File: config.mk
export PLATFORM = sky130hd
export DESIGN_NAME = seg_scan_ctrl_flat
export DESIGN_NICKNAME = d
export VERILOG_FILES = /design/src/rtl/seg_scan_pkg.sv /design/src/rtl/seg_scan_if.sv /design/src/rtl/seg_scan_timer.sv /design/src/rtl/seg_scan_ctrl.sv /design/src/flat_wrapper.sv
export SDC_FILE = /design/constraint.sdc
export NUM_CORES = 1
export LEC_CHECK = 0
export CORE_MARGIN = 2
export CORE_UTILIZATION = 55
export DETAILED_ROUTE_END_ITERATION = 8
export PLACE_DENSITY_LB_ADDON = 0.15
export SYNTH_ARGS = -nofsm -noshare
export SYNTH_HDL_FRONTEND = slang
export SYNTH_HIERARCHICAL = 1
export SYNTH_SLANG_ARGS = --single-unit
File: constraint.sdc
create_clock -name clk -period 2.7 [get_ports clk]
set_clock_uncertainty 0.05 [all_clocks]
set_input_delay 0.81 -clock clk [delete_from_list [all_inputs] [get_ports clk]]
set_output_delay 0.81 -clock clk [all_outputs]
set_load 0.02 [all_outputs]
File: src/rtl/seg_scan_pkg.sv
// Shared types and width helpers for the seven-segment scan controller.
// Contents: width helpers, the BLANK/DRIVE slot state type, ALL_OFF anode constant.
package seg_scan_pkg;

  // Counter width for a modulus of div (never below 1 bit).
  function automatic int unsigned cnt_width(input int unsigned div);
    return (div > 1) ? $clog2(div) : 1;
  endfunction

  // Digit index width for n digits (never below 1 bit).
  function automatic int unsigned idx_width(input int unsigned n);
    return (n > 1) ? $clog2(n) : 1;
  endfunction

  typedef enum logic {
    BLANK = 1'b0,
    DRIVE = 1'b1
  } scan_state_e;

  // Anodes are active-low; sliced to the digit count by the user.
  localparam logic [7:0] ALL_OFF = 8'hFF;

endpackage

File: src/rtl/seg_scan_if.sv
// Host write port and display outputs of the scan controller.
// master: host side (drives disp_en, wr_valid, wr_data).
// slave : controller side (drives wr_ready, digit_val, an, digit_idx, frame_done).
interface seg_scan_if
  import seg_scan_pkg::*;
#(
  parameter int unsigned NUM_DIGITS = 4
);
  localparam int unsigned IDX_W  = idx_width(NUM_DIGITS);
  localparam int unsigned DATA_W = 4 * NUM_DIGITS;

  logic              disp_en;
  logic              wr_valid;
  logic              wr_ready;
  logic [DATA_W-1:0] wr_data;
  logic [3:0]        digit_val;
  logic [NUM_DIGITS-1:0] an;
  logic [IDX_W-1:0]  digit_idx;
  logic              frame_done;

  modport master (
    output disp_en, wr_valid, wr_data,
    input  wr_ready, digit_val, an, digit_idx, frame_done
  );

  modport slave (
    input  disp_en, wr_valid, wr_data,
    output wr_ready, digit_val, an, digit_idx, frame_done
  );
endinterface

File: src/rtl/seg_scan_timer.sv
// Slot timer: counts 0..REFRESH_DIV-1 and wraps every slot.
// Ports: clk, rst (sync, active-high);
//   slot_blank_done - high on the last BLANK cycle of a slot
//   slot_pre_done   - high on the second-to-last cycle of a slot
//   slot_done       - high on the last cycle of a slot
// All pulses are registered (decoded from the next count value).
module seg_scan_timer
  import seg_scan_pkg::*;
#(
  parameter int unsigned REFRESH_DIV  = 50000,
  parameter int unsigned BLANK_CYCLES = 2
) (
  input  logic clk,
  input  logic rst,
  output logic slot_blank_done,
  output logic slot_pre_done,
  output logic slot_done
);
  localparam int unsigned CNT_W = cnt_width(REFRESH_DIV);

  logic [CNT_W-1:0] cnt;
  logic [CNT_W-1:0] cnt_nxt;

  // Next count with wrap at the end of the slot.
  always_comb begin
    cnt_nxt = cnt + CNT_W'(1);
    if (cnt == CNT_W'(REFRESH_DIV - 1)) cnt_nxt = '0;
  end

  // Count register and pulses decoded one cycle early so they are registered.
  always_ff @(posedge clk) begin
    if (rst) begin
      cnt             <= '0;
      slot_blank_done <= (BLANK_CYCLES == 1);
      slot_pre_done   <= (REFRESH_DIV == 2);
      slot_done       <= 1'b0;
    end else begin
      cnt             <= cnt_nxt;
      slot_blank_done <= (cnt_nxt == CNT_W'(BLANK_CYCLES - 1));
      slot_pre_done   <= (cnt_nxt == CNT_W'(REFRESH_DIV - 2));
      slot_done       <= (cnt_nxt == CNT_W'(REFRESH_DIV - 1));
    end
  end
endmodule

File: src/rtl/seg_scan_ctrl.sv
// Time-multiplexed seven-segment scan controller with a double-buffered
// display word committed only at frame boundaries.
// Ports: clk, rst (sync, active-high), bus (seg_scan_if.slave):
//   disp_en, wr_valid/wr_ready/wr_data in; digit_val, an (active-low),
//   digit_idx, frame_done out.
// Optional: define SEG_SCAN_LEADING_ZERO_BLANK_EN to keep leading-zero
// digits dark (digit 0 is always driven).
module seg_scan_ctrl
  import seg_scan_pkg::*;
#(
  parameter int unsigned NUM_DIGITS   = 4,
  parameter int unsigned REFRESH_DIV  = 50000,
  parameter int unsigned BLANK_CYCLES = 2
) (
  input logic       clk,
  input logic       rst,
  seg_scan_if.slave bus
);
  localparam int unsigned IDX_W  = idx_width(NUM_DIGITS);
  localparam int unsigned DATA_W = 4 * NUM_DIGITS;
  localparam logic [NUM_DIGITS-1:0] AN_OFF   = ALL_OFF[NUM_DIGITS-1:0];
  localparam logic [IDX_W-1:0]      LAST_IDX = IDX_W'(NUM_DIGITS - 1);

  scan_state_e           state;
  logic [IDX_W-1:0]      idx;
  logic [IDX_W-1:0]      idx_nxt;
  logic [DATA_W-1:0]     shadow;
  logic [DATA_W-1:0]     active;
  logic [DATA_W-1:0]     active_nxt;
  logic                  pending;
  logic                  commit;
  logic [NUM_DIGITS-1:0] an_q;
  logic [NUM_DIGITS-1:0] drive_an;
  logic [NUM_DIGITS-1:0] blank_mask;
  logic                  blank_sel;
  logic [3:0]            digit_val_q;
  logic                  frame_done_q;
  logic                  slot_blank_done;
  logic                  slot_pre_done;
  logic                  slot_done;

  seg_scan_timer #(
    .REFRESH_DIV  (REFRESH_DIV),
    .BLANK_CYCLES (BLANK_CYCLES)
  ) u_timer (
    .clk             (clk),
    .rst             (rst),
    .slot_blank_done (slot_blank_done),
    .slot_pre_done   (slot_pre_done),
    .slot_done       (slot_done)
  );

`ifdef SEG_SCAN_LEADING_ZERO_BLANK_EN
  // Bit i set when digit i and every more-significant digit are zero.
  function automatic logic [NUM_DIGITS-1:0] lz_mask(input logic [DATA_W-1:0] v);
    logic                  upper_zero;
    logic [NUM_DIGITS-1:0] m;
    m          = '0;
    upper_zero = 1'b1;
    for (int i = NUM_DIGITS - 1; i > 0; i--) begin
      upper_zero = upper_zero & (v[4*i +: 4] == 4'h0);
      m[i]       = upper_zero;
    end
    return m;
  endfunction

  // Mask tracks active: reset value is the mask of an all-zero word.
  always_ff @(posedge clk) begin
    if (rst)         blank_mask <= AN_OFF & ~NUM_DIGITS'(1);
    else if (commit) blank_mask <= lz_mask(shadow);
  end
`else
  assign blank_mask = '0;
`endif

  // Commit and next-index decode; the anode pattern for the current slot.
  always_comb begin
    commit     = frame_done_q & pending;
    active_nxt = commit ? shadow : active;
    idx_nxt    = (idx == LAST_IDX) ? '0 : idx + IDX_W'(1);
    blank_sel  = 1'(blank_mask >> idx);
    drive_an   = blank_sel ? AN_OFF : ~(NUM_DIGITS'(1) << idx);
  end

  // Slot FSM, digit index, double buffer and handshake.
  always_ff @(posedge clk) begin
    if (rst) begin
      state        <= BLANK;
      idx          <= '0;
      an_q         <= AN_OFF;
      digit_val_q  <= 4'h0;
      frame_done_q <= 1'b0;
      shadow       <= '0;
      active       <= '0;
      pending      <= 1'b0;
    end else begin
      // Asserted during the final DRIVE cycle of the last digit.
      frame_done_q <= slot_pre_done & (idx == LAST_IDX);

      case (state)
        BLANK: begin
          if (slot_blank_done) begin
            state <= DRIVE;
            an_q  <= drive_an;
          end
        end
        DRIVE: begin
          if (slot_done) begin
            state       <= BLANK;
            an_q        <= AN_OFF;
            idx         <= idx_nxt;
            // Uses the post-commit word so a new frame starts with new data.
            digit_val_q <= 4'(active_nxt >> {idx_nxt, 2'b00});
          end
        end
        default: state <= BLANK;
      endcase

      // Transfer and commit are exclusive: a transfer needs pending=0.
      if (commit) begin
        active  <= shadow;
        pending <= 1'b0;
      end else if (bus.wr_valid && !pending) begin
        shadow  <= bus.wr_data;
        pending <= 1'b1;
      end
    end
  end

  assign bus.an         = bus.disp_en ? an_q : AN_OFF;
  assign bus.digit_val  = digit_val_q;
  assign bus.digit_idx  = idx;
  assign bus.frame_done = frame_done_q;
  assign bus.wr_ready   = ~pending;
endmodule

File: src/flat_wrapper.sv
// flat-port wrapper written by rule: the top's interface ports become plain ports
module seg_scan_ctrl_flat import seg_scan_pkg::*;
#(
  parameter int unsigned NUM_DIGITS   = 4,
  parameter int unsigned REFRESH_DIV  = 50000,
  parameter int unsigned BLANK_CYCLES = 2
)
  (clk, rst, bus_disp_en, bus_wr_valid, bus_wr_data, bus_wr_ready, bus_digit_val, bus_an, bus_digit_idx, bus_frame_done);
  seg_scan_if #(.NUM_DIGITS(NUM_DIGITS)) bus_i ();
  input logic clk;
  input logic rst;
  input wire logic [$bits(bus_i.disp_en)-1:0] bus_disp_en;
  input wire logic [$bits(bus_i.wr_valid)-1:0] bus_wr_valid;
  input wire logic [$bits(bus_i.wr_data)-1:0] bus_wr_data;
  output wire logic [$bits(bus_i.wr_ready)-1:0] bus_wr_ready;
  output wire logic [$bits(bus_i.digit_val)-1:0] bus_digit_val;
  output wire logic [$bits(bus_i.an)-1:0] bus_an;
  output wire logic [$bits(bus_i.digit_idx)-1:0] bus_digit_idx;
  output wire logic [$bits(bus_i.frame_done)-1:0] bus_frame_done;
  assign bus_i.disp_en = bus_disp_en;
  assign bus_i.wr_valid = bus_wr_valid;
  assign bus_i.wr_data = bus_wr_data;
  assign bus_wr_ready = bus_i.wr_ready;
  assign bus_digit_val = bus_i.digit_val;
  assign bus_an = bus_i.an;
  assign bus_digit_idx = bus_i.digit_idx;
  assign bus_frame_done = bus_i.frame_done;
  seg_scan_ctrl #(.NUM_DIGITS(NUM_DIGITS), .REFRESH_DIV(REFRESH_DIV), .BLANK_CYCLES(BLANK_CYCLES)) u_core (.clk(clk), .rst(rst), .bus(bus_i));
endmodule
==> results of run 1 <==
worst max path at each step:
stage	slack, ns	from	depth (start not counted)	endpoint
2_1_floorplan	0.66	u_core/u_timer/cnt[0]	7	u_core/u_timer/slot_done
3_3_place_gp	-0.13	bus_disp_en	3	bus_an[3]
3_5_place_dp	-0.14	bus_disp_en	3	bus_an[3]
4_1_cts	0.12	bus_disp_en	3	bus_an[3]
5_1_grt	0.08	bus_disp_en	3	bus_an[2]
6_report	0.13	bus_disp_en	3	bus_an[3]
flip-flops by register name, indices dropped and copies added (netlist names), 2 cells and up:
signal / cells
u_core/active: 16
u_core/u_timer/cnt: 16
u_core/bus.digit_val: 4
u_core/shadow: 16
u_core/an_q: 4
u_core/bus.digit_idx: 2
power breakdown:
part           total [uW]  internal, uW  switching, uW
combinational         109          53.3           55.7
sequential            987           968           18.5
clock                 716           399            317
cell families (layout without fill, tap and decap cells):
| family | after synthesis | in the layout |
|---|---|---|
| AND/OR/NAND/NOR | 138 | 138 |
| flip-flops | 64 | 64 |
| AO/OA/AOI/OAI | 41 | 41 |
| buffers and inverters | 21 | 56 |
| multiplexers | 17 | 17 |
| XOR/XNOR | 15 | 15 |
| adder cells (fa/ha/maj) | 8 | 8 |
metal layers:
layer  track usage (%)  vias to the layer above  part of all wire (%)
met4              10.7                        0                   1.9
met3              4.42                        9                   4.3
li1                  -                     1097                     -
met5                 0                        -                     0
met1              30.2                      995                    50
met2              29.6                       41                    44
through the flow:
| step | hold slack (ns) | utilization (%) | setup TNS, ns |
|---|---|---|---|
| CTS | 0.407 | 68.7 | 0 |
| floorplan | 0.386 | - | 0 |
| finish | 0.404 | 68.7 | 0 |
| global route | 0.426 | 68.7 | 0 |
| detailed placement | 0.397 | 65.2 | -0.524 |
| global placement | 0.394 | 65.2 | -0.484 |
synthesized netlist by cell type, types with 6 or more instances:
| cell type | count |
|---|---|
| nor2b_1 | 9 |
| inv_1 | 9 |
| a22oi_1 | 8 |
| ha_1 | 8 |
| nand2b_1 | 9 |
| dfxtp_1 | 64 |
| nand2_1 | 44 |
| xnor2_1 | 11 |
| o21ai_0 | 6 |
| nor2_1 | 38 |
| clkbuf_1 | 9 |
| mux2i_1 | 17 |
| a21oi_1 | 20 |
critical path, stage by stage:
cell and delay (ns):
clkdlybuf4s50_1 0.52, nand2b_1 0.07, dlygate4sd2_1 0.31
cell type report:
cell class	instances	area, um2
Fill cell	386	1500
Sequential cell	64	1280
Tap cell	67	83.8
Multi-Input combinational cell	219	1400
Timing Repair Buffer	33	320
Clock buffer	14	173
Inverter	9	33.8
==> impl_metrics.toml, run 1 <==
[status]
status = "finished, final reports clean"

[finish]
final_cells = 406
final_nets = 364
syn_to_final_growth_pct = 18.9
diodes = 0
final_area_um2 = 3290
final_common_cell = "dfxtp_1"
layout_common_cells = "64 x dfxtp_1, 44 x nand2_1, 38 x nor2_1"
drive_above_1_share_pct = 7.08

[worst_setup_path]
r2r_slack_ns = 0.46
r2r_cells = 7
worstPathArrival_ns = 1.71
cp.required_ns = 1.84
cp-end-kind = "primary output"
crit_type = "primary input to primary output"
crit_fanout = 4
worstReg2RegEnd = "u_core/u_timer/slot_done"
setup.worst_path.start_class = "primary input"
r2r-start = "u_core/u_timer/cnt[0]"

[synth]
synthMuxAreaShare_pct = 6.15
netlist_instances = 304
syn_nets = 332
synthAdderAreaFrac_pct = 3.62
synth-xor-area-share_pct = 4.75
yosysTopAreaCell = "dfxtp_1"
yosysUniqueCellTypes = 40
synth_compound_area_share_pct = 9.59
synthFlopType = "dfxtp_1"
synth_warnings = 6
synth_area_um2 = 2770
synth_area_leaders = "dfxtp_1 46%, mux2i_1 6.2%, nand2_1 6.0%, nor2_1 5.2%, a21oi_1 3.6%"
avgSynthCellArea_um2 = 9.10
synth_seq_area_share_pct = 46.3
ys_seq_elements = 64
ys_async_sr_fraction_pct = 0
synth_top_area_share_pct = 46.3
yosys.area_share.simple_pct = 26.3
synth_top_family_by_area = "simple AND/OR/NAND/NOR gates"
synth_edf_count = 0

[grt]
gr-total-overflow = 0
track_usage_pct = 21.0
grt_start_max_net_pins = 52
grt_pass1_wl_mm = 8.78
antenna_found_initial = 0
grt_pass1_vias = 1921

[clocking]
cts_tree = "yes"
cts_buffers = 9
cts_hold_buf = 0
htree_levels = 3
cts.clk_slew.worst_paths_ns = 0.06
clock-sinks = 64
clk_latency_ns = 0.32
clock_path_buffers = 2
postCtsSetupBuffers = 0
root_buffer = "clkbuf_8"
cts_resized = 4

[detailed_routing]
vias_per_cell = 5.28
drt_first_pass_iters = 4
drc_errors = 0
final_antenna_net_count = 0
num_vias = 2142
routed_wl_mm = 5.30
wire_per_inst_um = 13.1
first_iter_violations = 176

[power]
power.total_uw = 1810
cellPowerDensity_nw_per_um2 = 551
p_leak_uw = 0.00137
vdd_drop_max_uv = 328

[floorplanning]
die_area_um2 = 5610
ios = 32
die_height_um = 74.9
coreArea_um2 = 4790
die_w_um = 74.9
rows = 25
floorplan.initialDensity_pct = 57.8

[sta]
hold_viol = 0
worst_slack_ns = 0.127
post-route-period-util_pct = 95.3
drv_slew = 0
min_period_ns = 2.57
fmax_mhz = 389
setup_viol = 0
slew_headroom_pct = 61.9
rsz0062_at_grt = "no"
tightest_slew_ns = 0.569

[place]
dp_cells = 392
gp_congestion = 0.835
place_ws_ns = -0.137
post-dp-hpwl_mm = 3.64
post_dp_cell_area_um2 = 3120
numPortBuffers = 31

[min_path]
hp-class = "register to register"
min-delay-start = "u_core/shadow[2]"
worstHoldPathCells = 2
holdPathEnd = "u_core/shadow[2]"

[flow_run]
drv_cap = 0
(Power assumes the default switching activity.)
==> inputs of run 2 (changes only) <==
--- a/config.mk
+++ b/config.mk
@@ -8,6 +8,7 @@
 export CORE_MARGIN = 2
 export CORE_UTILIZATION = 55
 export DETAILED_ROUTE_END_ITERATION = 8
+export HOLD_SLACK_MARGIN = 0.03
 export PLACE_DENSITY_LB_ADDON = 0.15
 export SYNTH_ARGS = -nofsm -noshare
 export SYNTH_HDL_FRONTEND = slang
==> results of run 2 <==
Same layout as run 1: the final DEF is identical, and so are final timing and power.
==> inputs of run 3 (changes only) <==
--- a/config.mk
+++ b/config.mk
@@ -6,7 +6,7 @@
 export NUM_CORES = 1
 export LEC_CHECK = 0
 export CORE_MARGIN = 2
-export CORE_UTILIZATION = 55
+export CORE_UTILIZATION = 45
 export DETAILED_ROUTE_END_ITERATION = 8
 export HOLD_SLACK_MARGIN = 0.03
 export PLACE_DENSITY_LB_ADDON = 0.15
==> run 3 against run 2 <==
Effect of this change: cell count up 2.2%; via count about the same; first-iteration DRC count down 35%; sequential power about the same; critical path type unchanged; largest power group unchanged.
==> impl_metrics.toml, run 3 (synthesis gave the netlist of run 1 again) <==
[status]
status = "finished, final reports clean"

[place]
post_dp_cell_area_um2 = 3120
post-dp-hpwl_mm = 3.64
numPortBuffers = 31
gp_congestion = 0.849

[clocking]
clk_latency_ns = 0.34
cts_buffers = 9
root_buffer = "clkbuf_8"
clock-sinks = 64
cts_hold_buf = 0
htree_levels = 3
cts_tree = "yes"
clock_path_buffers = 2
cts.clk_slew.worst_paths_ns = 0.06

[detailed_routing]
vias_per_cell = 5.16
num_vias = 2140
final_antenna_net_count = 0
routed_wl_mm = 5.44
first_iter_violations = 115
wire_per_inst_um = 13.1
drt_first_pass_iters = 4
drc_errors = 0

[finish]
nFillCells = 551
reg_top3 = "u_core/active (16), u_core/shadow (16), u_core/u_timer/cnt (16)"
final_area_um2 = 3320
final_nets = 364
syn_to_final_growth_pct = 20.2
final_common_cell = "dfxtp_1"
drive_above_1_share_pct = 8.24
layout_common_cells = "64 x dfxtp_1, 44 x nand2_1, 38 x nor2_1"
regArea_um2 = 1280
multi_input_area_um2 = 1400
diodes = 0

[power]
pwr-share-clk_pct = 43.2
p_leak_uw = 0.00139
pwr-share-seq_pct = 51.2
p_comb_share_pct = 5.6
cellPowerDensity_nw_per_um2 = 580
intPower_uw = 1510
netSwitchingPower_uw = 415
swShare_pct = 21.5
vdd_drop_max_uv = 341
power.total_uw = 1930

[worst_setup_path]
cp.required_ns = 1.84
crit_fanout = 4
r2r-start = "u_core/u_timer/cnt[0]"
crit_type = "primary input to primary output"
worstPathArrival_ns = 1.72
cp-end-kind = "primary output"
cp-startpoint = "bus_disp_en"
setup.worst_path.start_class = "primary input"

[grt]
grt_pass1_wl_mm = 8.89
track_usage_pct = 17.6
grt_start_max_net_pins = 52
gr-total-overflow = 0
antenna_found_initial = 0
grt_pass1_vias = 1989

[floorplanning]
floorplan.initialDensity_pct = 46.7
die_area_um2 = 6790
ios = 32
die_w_um = 82.4
rows = 28
die_height_um = 82.4
coreArea_um2 = 5920

[sta]
slew_headroom_pct = 60.9
rsz0062_at_grt = "no"
hold_viol = 0
holdWs_ns = 0.406
drv_slew = 0
setup_viol = 0
min_period_ns = 2.58
post-route-period-util_pct = 95.7
tightest_slew_ns = 0.585
fmax_mhz = 387

[min_path]
hp-class = "register to register"
min-delay-start = "u_core/shadow[7]"

[flow_run]
drv_cap = 0
[run 3: power by group through the flow]
stage / registers, uW / clock network, uW / logic [uW]
after floorplan: 1000 / 0 / 63.7
after global placement: 1010 / 0 / 110
final: 987 / 833 / 109
after CTS: 987 / 855 / 111
after global routing: 989 / 906 / 124
after detailed placement: 1010 / 0 / 111
[run 3: area by class of cell]
type | instances | share of cell area, %
well taps | 75 | 2.82
multi-input cells | 219 | 42.0
flip-flops and latches | 64 | 38.5
clock buffers | 12 | 4.97
clock inverters | 3 | 1.20
repair buffers | 33 | 9.48
inverters | 9 | 1.02
[run 3: path summary, 6_finish.rpt]
kind	endpoint	slack [ns]	cells after the start
max	bus_an[3]	0.12	3
min	u_core/shadow[7]	0.41	2
max reg2reg	u_core/u_timer/slot_pre_done	0.46	7
min reg2reg	u_core/shadow[7]	0.41	2
[run 3: critical path, stage by stage]
cell	delay, ns
clkdlybuf4s50_1	0.53
nand2b_1	0.07
dlygate4sd2_1	0.32
[run 3: metrics by stage]
stage                     TNS (ns)  util, %  setup WS [ns]  std cells
final                            0     56.1          0.117        415
after global routing             0     56.1         0.0829        415
after CTS                        0     56.1          0.104        415
after detailed placement    -0.544     52.8         -0.140        400
after global placement      -0.525     52.8         -0.140        400
after floorplan                  0        -          0.657        304
[run 3: layer usage]
| metal | share of wire (%) | vias up | GRT usage, % |
|---|---|---|---|
| met2 | 44 | 37 | 26.0 |
| met4 | 1.0 | 0 | 6.00 |
| met5 | 0 | - | 0 |
| met3 | 3.9 | 4 | 6.63 |
| li1 | - | 1097 | - |
| met1 | 51 | 1002 | 23.4 |
[run 3: what timing repair did]
| action | 4_1_cts | 5_1_grt |
|---|---|---|
| hold endpoints to repair | 0 | 0 |
| buffers inserted | 0 | 0 |
| resized for setup | 4 | 0 |
| setup endpoints to repair | 4 | 0 |
